`config.mk`:
```
export PLATFORM = sky130hd
export DESIGN_NAME = alu_slice_sequencer
export DESIGN_NICKNAME = d
export VERILOG_FILES = /design/src/rtl/alu_pkg.sv /design/src/rtl/alu_slice_sequencer.sv
export SDC_FILE = /design/constraint.sdc
export NUM_CORES = 1
export LEC_CHECK = 0
export BUFFER_PORTS_ARGS = -buffer_cell sky130_fd_sc_hd__buf_2
export CAP_MARGIN = 25
export CORE_ASPECT_RATIO = 0.6
export CORE_MARGIN = 5
export CORE_UTILIZATION = 45
export DETAILED_ROUTE_END_ITERATION = 12
export PLACE_DENSITY = 0.79
export SLEW_MARGIN = 20
export SYNTH_ARGS = -nofsm -noshare
export SYNTH_HDL_FRONTEND = slang
export SYNTH_SLANG_ARGS = --single-unit
export TNS_END_PERCENT = 5
```
`constraint.sdc`:
```
create_clock -name clk -period 4.5 [get_ports clk]
set_input_delay 0 -clock clk [delete_from_list [all_inputs] [get_ports clk]]
set_output_delay 0 -clock clk [all_outputs]
set_load 0.1 [all_outputs]
```
`src/rtl/alu_pkg.sv`:
```
// -----------------------------------------------------------------------------
// alu_pkg
// Shared definitions for the nibble-serial 74181 sequencer.
//   seq_state_t : sequencer state encoding
//   NIBBLE      : width of one 74181 slice
//   S_*         : commonly used 74181 function selects (active-high data)
// -----------------------------------------------------------------------------
package alu_pkg;

   localparam int NIBBLE = 4;

   typedef enum logic [1:0] {
      ST_IDLE = 2'd0,
      ST_RUN  = 2'd1,
      ST_DONE = 2'd2
   } seq_state_t;

   // 74181 select codes, active-high data convention
   localparam logic [3:0] S_ADD    = 4'b1001;  // M=0: A plus B
   localparam logic [3:0] S_SUB    = 4'b0110;  // M=0: A minus B minus 1 (+Cn)
   localparam logic [3:0] S_NOTA   = 4'b0000;  // M=1: not A
   localparam logic [3:0] S_MINUS1 = 4'b0011;  // M=0: minus 1
   localparam logic [3:0] S_ANOTB  = 4'b0111;  // M=1: A and not B

endpackage

```
`src/rtl/alu_slice_sequencer.sv`:
```
// -----------------------------------------------------------------------------
// alu_slice_sequencer
// Runs a NIBBLES x 4-bit operation through one external 74181 slice, least
// significant nibble first, rippling the carry through a register.
//
// Ports:
//   clk, rst_n            clock, asynchronous active-low reset
//   start                 request, accepted only in IDLE
//   op_a, op_b            W-bit operands (W = 4*NIBBLES)
//   op_s, op_m, op_cin    74181 select, mode (1 = logic), active-high carry in
//   busy, done            RUN indicator, one-cycle completion pulse
//   result, cout          assembled F, active-high carry out (0 in logic mode)
//   zero, eq              result == 0, AND of A=B over all nibbles
//   alu_a/b/s/m/cn        drive to the external 74181 (alu_cn active-low)
//   alu_f/cn4/aeqb        response from the external 74181 (alu_cn4 active-low)
//
// state   | meaning
// --------+--------------------------------------------------------------
// IDLE    | waiting for start; ALU inputs parked at reset values
// RUN     | one nibble per cycle through the ALU, captured at each edge
// DONE    | done pulse for one cycle, then back to IDLE
// -----------------------------------------------------------------------------
module alu_slice_sequencer
   import alu_pkg::*;
#(
   parameter int NIBBLES = 4
) (
   input  logic                      clk,
   input  logic                      rst_n,
   input  logic                      start,
   input  logic [NIBBLE*NIBBLES-1:0] op_a,
   input  logic [NIBBLE*NIBBLES-1:0] op_b,
   input  logic [3:0]                op_s,
   input  logic                      op_m,
   input  logic                      op_cin,
   output logic                      busy,
   output logic                      done,
   output logic [NIBBLE*NIBBLES-1:0] result,
   output logic                      cout,
   output logic                      zero,
   output logic                      eq,
   output logic [3:0]                alu_a,
   output logic [3:0]                alu_b,
   output logic [3:0]                alu_s,
   output logic                      alu_m,
   output logic                      alu_cn,
   input  logic [3:0]                alu_f,
   input  logic                      alu_cn4,
   input  logic                      alu_aeqb
);

   localparam int W    = NIBBLE * NIBBLES;
   localparam int IDXW = $clog2(NIBBLES);
   localparam logic [IDXW-1:0] IDX_LAST = IDXW'(NIBBLES - 1);

   generate
      if (NIBBLES < 2 || NIBBLES > 8) begin : g_bad_nibbles
         $error("alu_slice_sequencer: NIBBLES must be in 2..8");
      end
   endgenerate

   seq_state_t      state_q, state_d;

   logic [W-1:0]    a_q, b_q;
   logic [3:0]      s_q;
   logic            m_q;
   logic            carry_n_q;
   logic            eq_acc_q;
   logic [IDXW-1:0] idx_q;

   logic [W-1:0]    result_q;
   logic            cout_q, zero_q, eq_q;

   logic            accept, capture, last;
   logic [W-1:0]    result_ins;

   assign last = (idx_q == IDX_LAST);

   always_ff @(posedge clk or negedge rst_n) begin
      if (!rst_n) begin
         state_q <= ST_IDLE;
      end else begin
         state_q <= state_d;
      end
   end

   always_comb begin
      state_d = state_q;
      busy    = 1'b0;
      done    = 1'b0;
      accept  = 1'b0;
      capture = 1'b0;
      alu_a   = '0;
      alu_b   = '0;
      alu_s   = '0;
      alu_m   = 1'b0;
      alu_cn  = 1'b1;
      unique case (state_q)
         ST_IDLE: begin
            if (start) begin
               accept  = 1'b1;
               state_d = ST_RUN;
            end
         end
         ST_RUN: begin
            busy    = 1'b1;
            capture = 1'b1;
            alu_a   = a_q[NIBBLE*idx_q +: NIBBLE];
            alu_b   = b_q[NIBBLE*idx_q +: NIBBLE];
            alu_s   = s_q;
            alu_m   = m_q;
            alu_cn  = carry_n_q;
            if (last) begin
               state_d = ST_DONE;
            end
         end
         ST_DONE: begin
            done    = 1'b1;
            state_d = ST_IDLE;
         end
         default: begin
            state_d = ST_IDLE;
         end
      endcase
   end

   // Result with the current ALU nibble merged in, so zero can be judged on
   // the final edge from the complete word rather than one cycle late.
   always_comb begin
      result_ins = result_q;
      result_ins[NIBBLE*idx_q +: NIBBLE] = alu_f;
   end

   always_ff @(posedge clk or negedge rst_n) begin
      if (!rst_n) begin
         a_q       <= '0;
         b_q       <= '0;
         s_q       <= '0;
         m_q       <= 1'b0;
         carry_n_q <= 1'b1;
         eq_acc_q  <= 1'b0;
         idx_q     <= '0;
         result_q  <= '0;
         cout_q    <= 1'b0;
         zero_q    <= 1'b0;
         eq_q      <= 1'b0;
      end else if (accept) begin
         a_q       <= op_a;
         b_q       <= op_b;
         s_q       <= op_s;
         m_q       <= op_m;
         carry_n_q <= ~op_cin;
         eq_acc_q  <= 1'b1;
         idx_q     <= '0;
      end else if (capture) begin
         result_q  <= result_ins;
         carry_n_q <= alu_cn4;
         eq_acc_q  <= eq_acc_q & alu_aeqb;
         idx_q     <= idx_q + IDXW'(1);
         if (last) begin
            // carry chain keeps running in logic mode but is not reported
            cout_q <= ~alu_cn4 & ~m_q;
            zero_q <= (result_ins == '0);
            eq_q   <= eq_acc_q & alu_aeqb;
            idx_q  <= '0;
         end
      end
   end

   assign result = result_q;
   assign cout   = cout_q;
   assign zero   = zero_q;
   assign eq     = eq_q;

endmodule

```
==> results of run 1 <==
-- worst max-delay path: cells and delay by family, from the launching register on --
family                     cells  cell delay, ns
DFF                            1            0.93
AOI/OAI and AO/OA              2            0.50
adders and majority gates      1            0.46
and+or+nand+nor                2            0.46
buffers and inverters          1            0.22
-- path summary, 6_finish.rpt --
| path | startpoint | to | cells past startpoint |
|---|---|---|---|
| worst min register to register | cout | cout | 2 |
| worst max register to register | idx_q[0] | zero | 6 |
| max in group asynchronous | rst_n | a_q[12] | 3 |
| min in group asynchronous | rst_n | a_q[2] | 3 |
| worst max-delay path | idx_q[0] | zero | 6 |
| worst min-delay path | start | idx_q[0] | 4 |
-- registers in the layout, summed over array words and instances (netlist names), 2 cells and up --
register	count
a_q	16
b_q	16
state_q	2
idx_q	2
result	16
s_q	4
-- per-stage QoR --
| stage | hold slack, ns | setup WS, ns | std cells |
|---|---|---|---|
| final | 0.0497 | 1.86 | 434 |
| after global routing | 0.0500 | 1.62 | 434 |
| after CTS | 0.0334 | 1.85 | 433 |
| after detailed placement | 0.214 | 1.86 | 375 |
| after global placement | 0.209 | 1.94 | 375 |
| after floorplan | -0.296 | 1.83 | 218 |
-- cells by family after synthesis --
kind of cell,Yosys count,synth area share [%]
AND/OR/NAND/NOR,50,9.12
buffers and inverters,17,3.60
adder cells (fa/ha/maj),6,2.57
flip-flops,62,53.1
multiplexers,45,20.4
AO/OA/AOI/OAI,38,11.2
-- cells in the final DEF (no fill, tap or decap), types with 2 or more instances in the layout --
master	count
buf_2	81
dfrtp_1	61
dlygate4sd3_1	42
mux2_2	37
a32o_1	17
nand2_1	15
and2_1	14
clkbuf_8	9
mux4_2	8
inv_1	7
nor2_1	6
o21ai_0	6
ha_1	6
bufinv_16	4
nand2b_1	3
nor4_1	3
o22ai_1	2
o31ai_1	2
nor3_1	2
buf_4	2
-- layer usage --
| layer | GRT usage, % | wire length (um) |
|---|---|---|
| met1 | 24.3 | 3100 |
| met2 | 28.3 | 3310 |
| met3 | 7.17 | 708 |
| met4 | 4.35 | 56 |
| met5 | 0 | 0 |
-- final cells by class --
| type | instances | area, um2 |
|---|---|---|
| clock buffer | 10 | 128 |
| clock inverter | 6 | 134 |
| fill | 497 | 2140 |
| inverter | 7 | 26.3 |
| multi-input combinational | 139 | 1270 |
| sequential | 62 | 1550 |
| tap | 84 | 105 |
| timing repair buffer | 126 | 868 |
==> qor.yml, run 1 <==
endpoint_kind: "flip-flop"
r2r_slack_ns: 1.86
antenna_found_initial: 0
crit_path_cell_trace: "inv_1, ha_1, and4bb_2, and2_1, a2111oi_2, a32o_1"
hold_violations: 0
wl_per_cell_um: 16.5
period_needed_ns: 2.64
die_y_um: 72.4
cts_resized: 0
synth_cell_type_count: 39
cts_setup_buffers: 0
drtPass1Iterations: 4
setup-tns-final_ns: 0
synth.ff_latch_count: 62
ys_top_cells_by_area: "dfrtp_1 52%, mux2_2 14%, mux4_2 6.2%"
clock_latency_ns: 0.33
ys_warn_count: 0
gp_congestion: 0.925
synthArstFlopShare_pct: 100
post_route_cells_drive_above_1_share_pct: 42.9
min_path_type: "in2reg"
insertedDiodeCount: 0
first_global_vias: 2375
critical_path.max_fanout: 20
coreArea_mm2: 0.00622
tightestPinTransition_ns: 0.897
synth_flop_cell: "dfrtp_1"
synthCells: 218
rsz0062_at_grt: "no"
cts_hold_buf: 42
synth-edff-count: 0
status: "finished clean"
maxSlewHeadroom_pct: 40.2
drt-total-wl_um: 7170
grt_util_all_layers_pct: 18.3
drv_slew: 0
syn_area_mm2: 0.00292
fin_util_pct: 65.6
grt_pass1_wl_um: 11800
row_count: 22
numCtsBuffers: 9
maxCapViolCount: 0
area_growth_pct: 39.7
port_buffers: 81
placed_area_mm2: 0.00337
synthTopCellsByCount: "61 x dfrtp_1, 37 x mux2_2, 17 x a32o_1"
tritoncts_num_sinks: 62
synth.top_cell.area_share_pct: 52.2
yosysSeqAreaShare_pct: 53.1
worst_ep_required_time_ns: 4.77
num_io_pins: 82
cp_slowest_cell: "dfrtp_1"
setup_violations: 0
ctsHtreeMaxLevel: 3
yosysMostFrequentCell: "dfrtp_1"
root_buffer: "clkbuf_8"
fmax_mhz: 379
finish.net_count: 398
yosys.area.top_type: "dfrtp_1"
vias: 2282
drt_iter0_drc: 70
fin_crit_sh_pct: 58.6
final_antenna_net_count: 0
syn_avg_cell_area_um2: 13.4
cp-start-kind: "flip-flop"
route.detailed.drc: 0
die_x_um: 114
dieArea_mm2: 0.00826
syn_nets: 271
clkTransAtPathRegs_ns: 0.07
final_area_mm2: 0.00408
grt_max_degree: 63
clockBufferDepth: 2
overflow: 0
start_util_pct: 47.0
critPathMaxStageDelay_ns: 0.93
dp_hpwl_um: 4720
arrival_ns: 2.91
clock_skew_ns: 0.00738
cts_tree: "built"
viasPerCell: 5.26
crit_type: "reg2reg"
Power of run 1 is not shown: default switching activity piles up to over one toggle a cycle in this logic, so the estimate is an artifact.
==> run 2: changes to the inputs <==
Settings changed: ABC_AREA set to 1, PLACE_DENSITY 0.79 to 0.82.
Clock period 4.5 ns to 2.21 ns, I/O delays scaled along.
==> qor.yml, run 2 <==
maxCapViolCount: 0  # unchanged
die_x_um: 117  # +2.3%
startpoint: "state_q[1]"
final_antenna_net_count: 0  # unchanged
ys_warn_count: 0  # unchanged
port_buffers: 81  # unchanged
syn_avg_cell_area_um2: 7.38  # -45%
ctsHtreeMaxLevel: 3  # unchanged
row_count: 23  # +4.5%
die_y_um: 74.0  # +2.2%
drtPass1Iterations: 5  # +1
yosys.area_share.simple_pct: 32.3  # +23 points
clock_skew_ns: 0.00467  # -0.00271 ns
ys_top_cells_by_area: "dfrtp_1 50%, nand2_1 21%, nor2_1 8.8%"
hold_path_depth: 3  # -1
setup_violations: 0  # unchanged
start_util_pct: 46.2  # -0.78 points
whs_endpoint: "result[3]"
synth_xor_xnor_area_share_pct: 0  # unchanged
r2r_cells: 7  # +1
dp_hpwl_um: 5910  # +25%
synthTopCellsByCount: "169 x nand2_1, 72 x nor2_1, 61 x dfrtp_1"
grt_max_degree: 63  # unchanged
final_cell_mix: "168 x nand2_1, 80 x buf_2, 72 x nor2_1"
finish.net_count: 594  # +49%
gp_congestion: 0.927  # +0.19%
maxSlewHeadroom_pct: 57.8  # +18 points
area_growth_pct: 39.9
r2r_slack_ns: 0.24  # -1.62 ns
syn_area_mm2: 0.00307  # +5.1%
overflow: 0  # unchanged
drt_iter0_drc: 306  # +340%
vias: 3144  # +38%
cts_setup_buffers: 0  # unchanged
numCtsBuffers: 9  # unchanged
yosysMostFrequentCell: "nand2_1"
hold_slack_ns: 0.0181  # -0.0316 ns
drt-total-wl_um: 8910  # +24%
synth-edff-count: 0  # unchanged
layout_commonest_cell: "nand2_1"
period_needed_ns: 1.97  # -0.671 ns
drv_slew: 0  # unchanged
cp-start-kind: "flip-flop"
syn_nets: 469  # +73%
muxShareOfSynthArea_pct: 0  # -20 points
grt_pass1_wl_um: 14400  # +22%
fmax_mhz: 509  # +34%
synth_top_family_by_area: "simple AND/OR/NAND/NOR gates"
grt_util_all_layers_pct: 21.7  # +3.4 points
synthAdderAreaFrac_pct: 2.44  # -0.12 points
crit_type: "reg2reg"
cts_tree: "built"
dieArea_mm2: 0.00863  # +4.5%
first_global_vias: 2945  # +24%
antenna_found_initial: 0  # unchanged
synth_compound_area_share_pct: 8.84  # -2.3 points
wl_per_cell_um: 14.1  # -15%
synth.ff_latch_count: 62  # unchanged
reg2reg_from: "state_q[1]"
synthArstFlopShare_pct: 100  # unchanged
critical_path.max_fanout: 31  # +55%
min_path_type: "in2reg"
synthCells: 416  # +91%
tightestPinTransition_ns: 0.633  # -0.265 ns
clockBufferDepth: 2  # unchanged
arrival_ns: 2.23  # -0.68 ns
hold_start: "alu_f[3]"
viasPerCell: 4.97  # -5.4%
insertedDiodeCount: 0  # unchanged
synth.top_cell.area_share_pct: 49.7  # -2.5 points
synth_flop_cell: "dfrtp_1"
yosysSeqAreaShare_pct: 50.5  # -2.6 points
fin_crit_sh_pct: 89.0  # +30 points
root_buffer: "clkbuf_16"
rsz0062_at_grt: "no"
route.detailed.drc: 0  # unchanged
clock_latency_ns: 0.32  # about the same
endpoint_kind: "flip-flop"
coreArea_mm2: 0.00665  # +6.9%
tritoncts_num_sinks: 62  # unchanged
worst_ep_required_time_ns: 2.47  # -2.30 ns
synth_cell_type_count: 22  # -44%
num_io_pins: 82  # unchanged
post_route_cells_drive_above_1_share_pct: 20.7  # -22 points
reg2reg_to: "carry_n_q"
yosys.area.top_type: "dfrtp_1"
status: "finished clean"
hold_violations: 0  # unchanged
clkTransAtPathRegs_ns: 0.05  # -0.02 ns
-- run 2: changes by cell type after synthesis, sizes merged, moves of 14 or more --
cell | previous run | this run
and2 | 14 | 0
mux2 | 37 | 0
nand2 | 15 | 170
inv | 7 | 25
nor2 | 7 | 73
o21ai | 7 | 27
a32o | 17 | 0
-- run 2: kinds of logic (layout without fill, tap and decap cells) --
logic type	count (synthesis)	after routing
buf+inv	41	170
flops	62	62
fa+ha+maj	6	6
compound gates	50	50
simple gates	257	257
-- run 2: how the worst max path moves through the flow --
| stage | depth (start not counted) | slack [ns] | to |
|---|---|---|---|
| after floorplan | 4 | -0.26 | alu_a[0] |
| after global placement | 9 | 0.49 | zero |
| after detailed placement | 9 | 0.43 | zero |
| after CTS | 7 | 0.07 | carry_n_q |
| after global routing | 7 | 0.11 | carry_n_q |
| final | 7 | 0.24 | carry_n_q |
-- run 2: stage by stage --
| step | TNS (ns) | utilization [%] | cell area (um2) | setup WS, ns | instances |
|---|---|---|---|---|---|
| 6_report | 0 | 64.7 | 4300 | 0.244 | 632 |
| 5_1_grt | 0 | 64.7 | 4300 | 0.105 | 632 |
| 4_1_cts | 0 | 64.6 | 4300 | 0.0674 | 632 |
| 3_5_place_dp | 0 | 53.9 | 3580 | 0.435 | 575 |
| 3_3_place_gp | 0 | 53.9 | 3580 | 0.489 | 575 |
| 2_1_floorplan | -1.80 | - | 3080 | -0.257 | 416 |
-- run 2: cell type report --
cell class,count,area (um2)
clock inverter,4,47.5
tap,87,109
clock buffer,11,243
multi-input combinational,313,1350
timing repair buffer,130,906
inverter,25,93.8
fill,557,2350
sequential,62,1550
-- run 2: worst max-delay path, cell delays in order, from the launching register on --
cell	delay [ns]
dfrtp_1	0.39
inv_1	0.09
nand2_2	0.24
inv_1	0.12
buf_4	0.31
nand2_1	0.09
o211ai_1	0.09
dlygate4sd3_1	0.57
-- run 2: per-layer routing --
metal  track usage [%]  part of all wire, %  vias up
met1              32.9                   48     1438
met3              5.61                  8.6       10
met5                 0                    0        -
li1                  -                    -     1550
met2              31.0                   42      146
met4              5.73                 0.93        0
-- run 2: timing repair --
action                                  in CTS  in global routing
endpoints found under the setup margin       0                  1
endpoints found under the hold margin      103                  0
resized for setup                            0                  1
hold buffers                                42                  0
Power of run 2 is left out for the same reason.
==> run 3: changes to the inputs <==
Settings changed: CORE_UTILIZATION 45 to 47, PLACE_DENSITY 0.82 to 0.84.
==> qor.yml, run 3 (synthesis gave the netlist of run 2 again) <==
crit_path_cell_trace: "inv_1, nand2_1, buf_4, a21oi_1, buf_2"
port_buffers: 81  # unchanged
ctsHtreeMaxLevel: 3  # unchanged
clock_skew_ns: 0.00834  # +0.00367 ns
clkTransAtPathRegs_ns: 0.07  # +0.02 ns
dp_hpwl_um: 5940  # +0.41%
status: "finished clean"
tightestPinTransition_ns: 0.771  # +0.139 ns
dieArea_mm2: 0.00831  # -3.8%
critical_path.max_fanout: 14  # -55%
gp_congestion: 0.983  # +6.0%
numCtsBuffers: 9  # unchanged
cts_tree: "built"
overflow: 0  # unchanged
drtPass1Iterations: 5  # unchanged
rsz0062_at_grt: "no"
fillers: 537  # -3.6%
post_route_cells_drive_above_1_share_pct: 20.3  # -0.48 points
viasPerCell: 4.84  # -2.7%
arrival_ns: 2.05  # -0.18 ns
vias: 3064  # -2.5%
start_util_pct: 49.4  # +3.2 points
layout_commonest_cell: "nand2_1"
num_io_pins: 82  # unchanged
min_path_type: "in2reg"
period_needed_ns: 2.05  # +0.0791 ns
worst_ep_required_time_ns: 2.21  # -0.26 ns
tritoncts_num_sinks: 62  # unchanged
die_x_um: 114  # -2.0%
grt_util_all_layers_pct: 22.8  # +1.1 points
coreArea_mm2: 0.00622  # -6.4%
crit_type: "reg2out"
clockBufferDepth: 2  # unchanged
cts_hold_buf: 44  # +4.8%
route.detailed.drc: 0  # unchanged
maxSlewHeadroom_pct: 48.6  # -9.2 points
cp-start-kind: "flip-flop"
maxCapViolCount: 0  # unchanged
fin_crit_sh_pct: 92.6  # +3.6 points
area_growth_pct: 36.5
first_global_vias: 3032  # +3.0%
drt-total-wl_um: 8890  # -0.21%
root_buffer: "clkbuf_8"
final_cell_mix: "169 x nand2_1, 80 x buf_2, 72 x nor2_1"
wl_per_cell_um: 14.0  # -0.37%
final_antenna_net_count: 0  # unchanged
cts_resized: 0  # unchanged
cp_slowest_cell: "buf_2"
setup_violations: 0  # unchanged
finish.net_count: 596  # +0.34%
grt_max_degree: 63  # unchanged
critPathMaxStageDelay_ns: 0.48  # -0.09 ns
grt_pass1_wl_um: 14700  # +1.9%
row_count: 22  # -4.3%
drt_iter0_drc: 288  # -5.9%
drv_slew: 0  # unchanged
hold_violations: 0  # unchanged
clock_latency_ns: 0.34  # +0.02 ns
die_y_um: 72.6  # -1.9%
endpoint_kind: "output pin"
antenna_found_initial: 0  # unchanged
fmax_mhz: 489  # -3.9%
cts_setup_buffers: 0  # unchanged
fin_util_pct: 67.4  # +2.8 points
## run 3: cell count changes in the layout (fill, tap and decap cells not counted), sizes merged
| cell | before | now |
|---|---|---|
| dlygate4sd3 | 42 | 44 |
| diode | 0 | 1 |
| clkbuf | 11 | 12 |
## run 3: stage by stage
step | cells | hold slack [ns] | instance area [um2] | setup slack [ns] | TNS [ns]
final | 633 | 0.0183 | 4190 | 0.165 | 0
after global routing | 632 | 0.0108 | 4190 | 0.0689 | 0
after CTS | 632 | 0.00345 | 4190 | 0.206 | 0
after detailed placement | 572 | 0.195 | 3570 | 0.444 | 0
after global placement | 572 | 0.194 | 3570 | 0.497 | 0
after floorplan | 416 | -0.296 | 3080 | -0.257 | -1.80
## run 3: area by class of cell
type / instances / area, um2 / area share [%]
Sequential cell: 62 / 1550 / 37.0
Tap cell: 84 / 105 / 2.51
Clock buffer: 12 / 135 / 3.22
Inverter: 25 / 93.8 / 2.24
Timing Repair Buffer: 132 / 913 / 21.8
Multi-Input combinational cell: 313 / 1340 / 32.0
Antenna cell: 1 / 2.50 / 0.0597
Clock inverter: 4 / 47.5 / 1.13
## run 3: worst max-delay path, delay by kind of cell (launching register included)
| kind | cells | cell delay [ns] |
|---|---|---|
| buf+inv | 3 | 0.84 |
| compound gates | 1 | 0.23 |
| flops | 1 | 0.39 |
| simple gates | 1 | 0.23 |
## run 3: layer usage
metal | routed length (um) | GRT usage (%) | up-vias
met2 | 3750 | 33.8 | 123
met5 | 0 | 0 | -
met3 | 749 | 7.29 | 6
met4 | 64 | 5.14 | 0
met1 | 4320 | 32.7 | 1380
li1 | - | - | 1555
## run 3: final timing paths
| check | from | endpoint | slack [ns] | depth (start not counted) |
|---|---|---|---|---|
| hold / removal | alu_f[3] | result[3] | 0.02 | 3 |
| min in group asynchronous | rst_n | eq | 0.35 | 3 |
| max in group asynchronous | rst_n | b_q[4] | 1.35 | 3 |
| setup / recovery | state_q[1] | alu_b[1] | 0.16 | 5 |
| hold reg to reg | m_q | cout | 0.47 | 1 |
| setup reg to reg | state_q[0] | carry_n_q | 0.24 | 7 |
Power of run 3 is left out for the same reason.
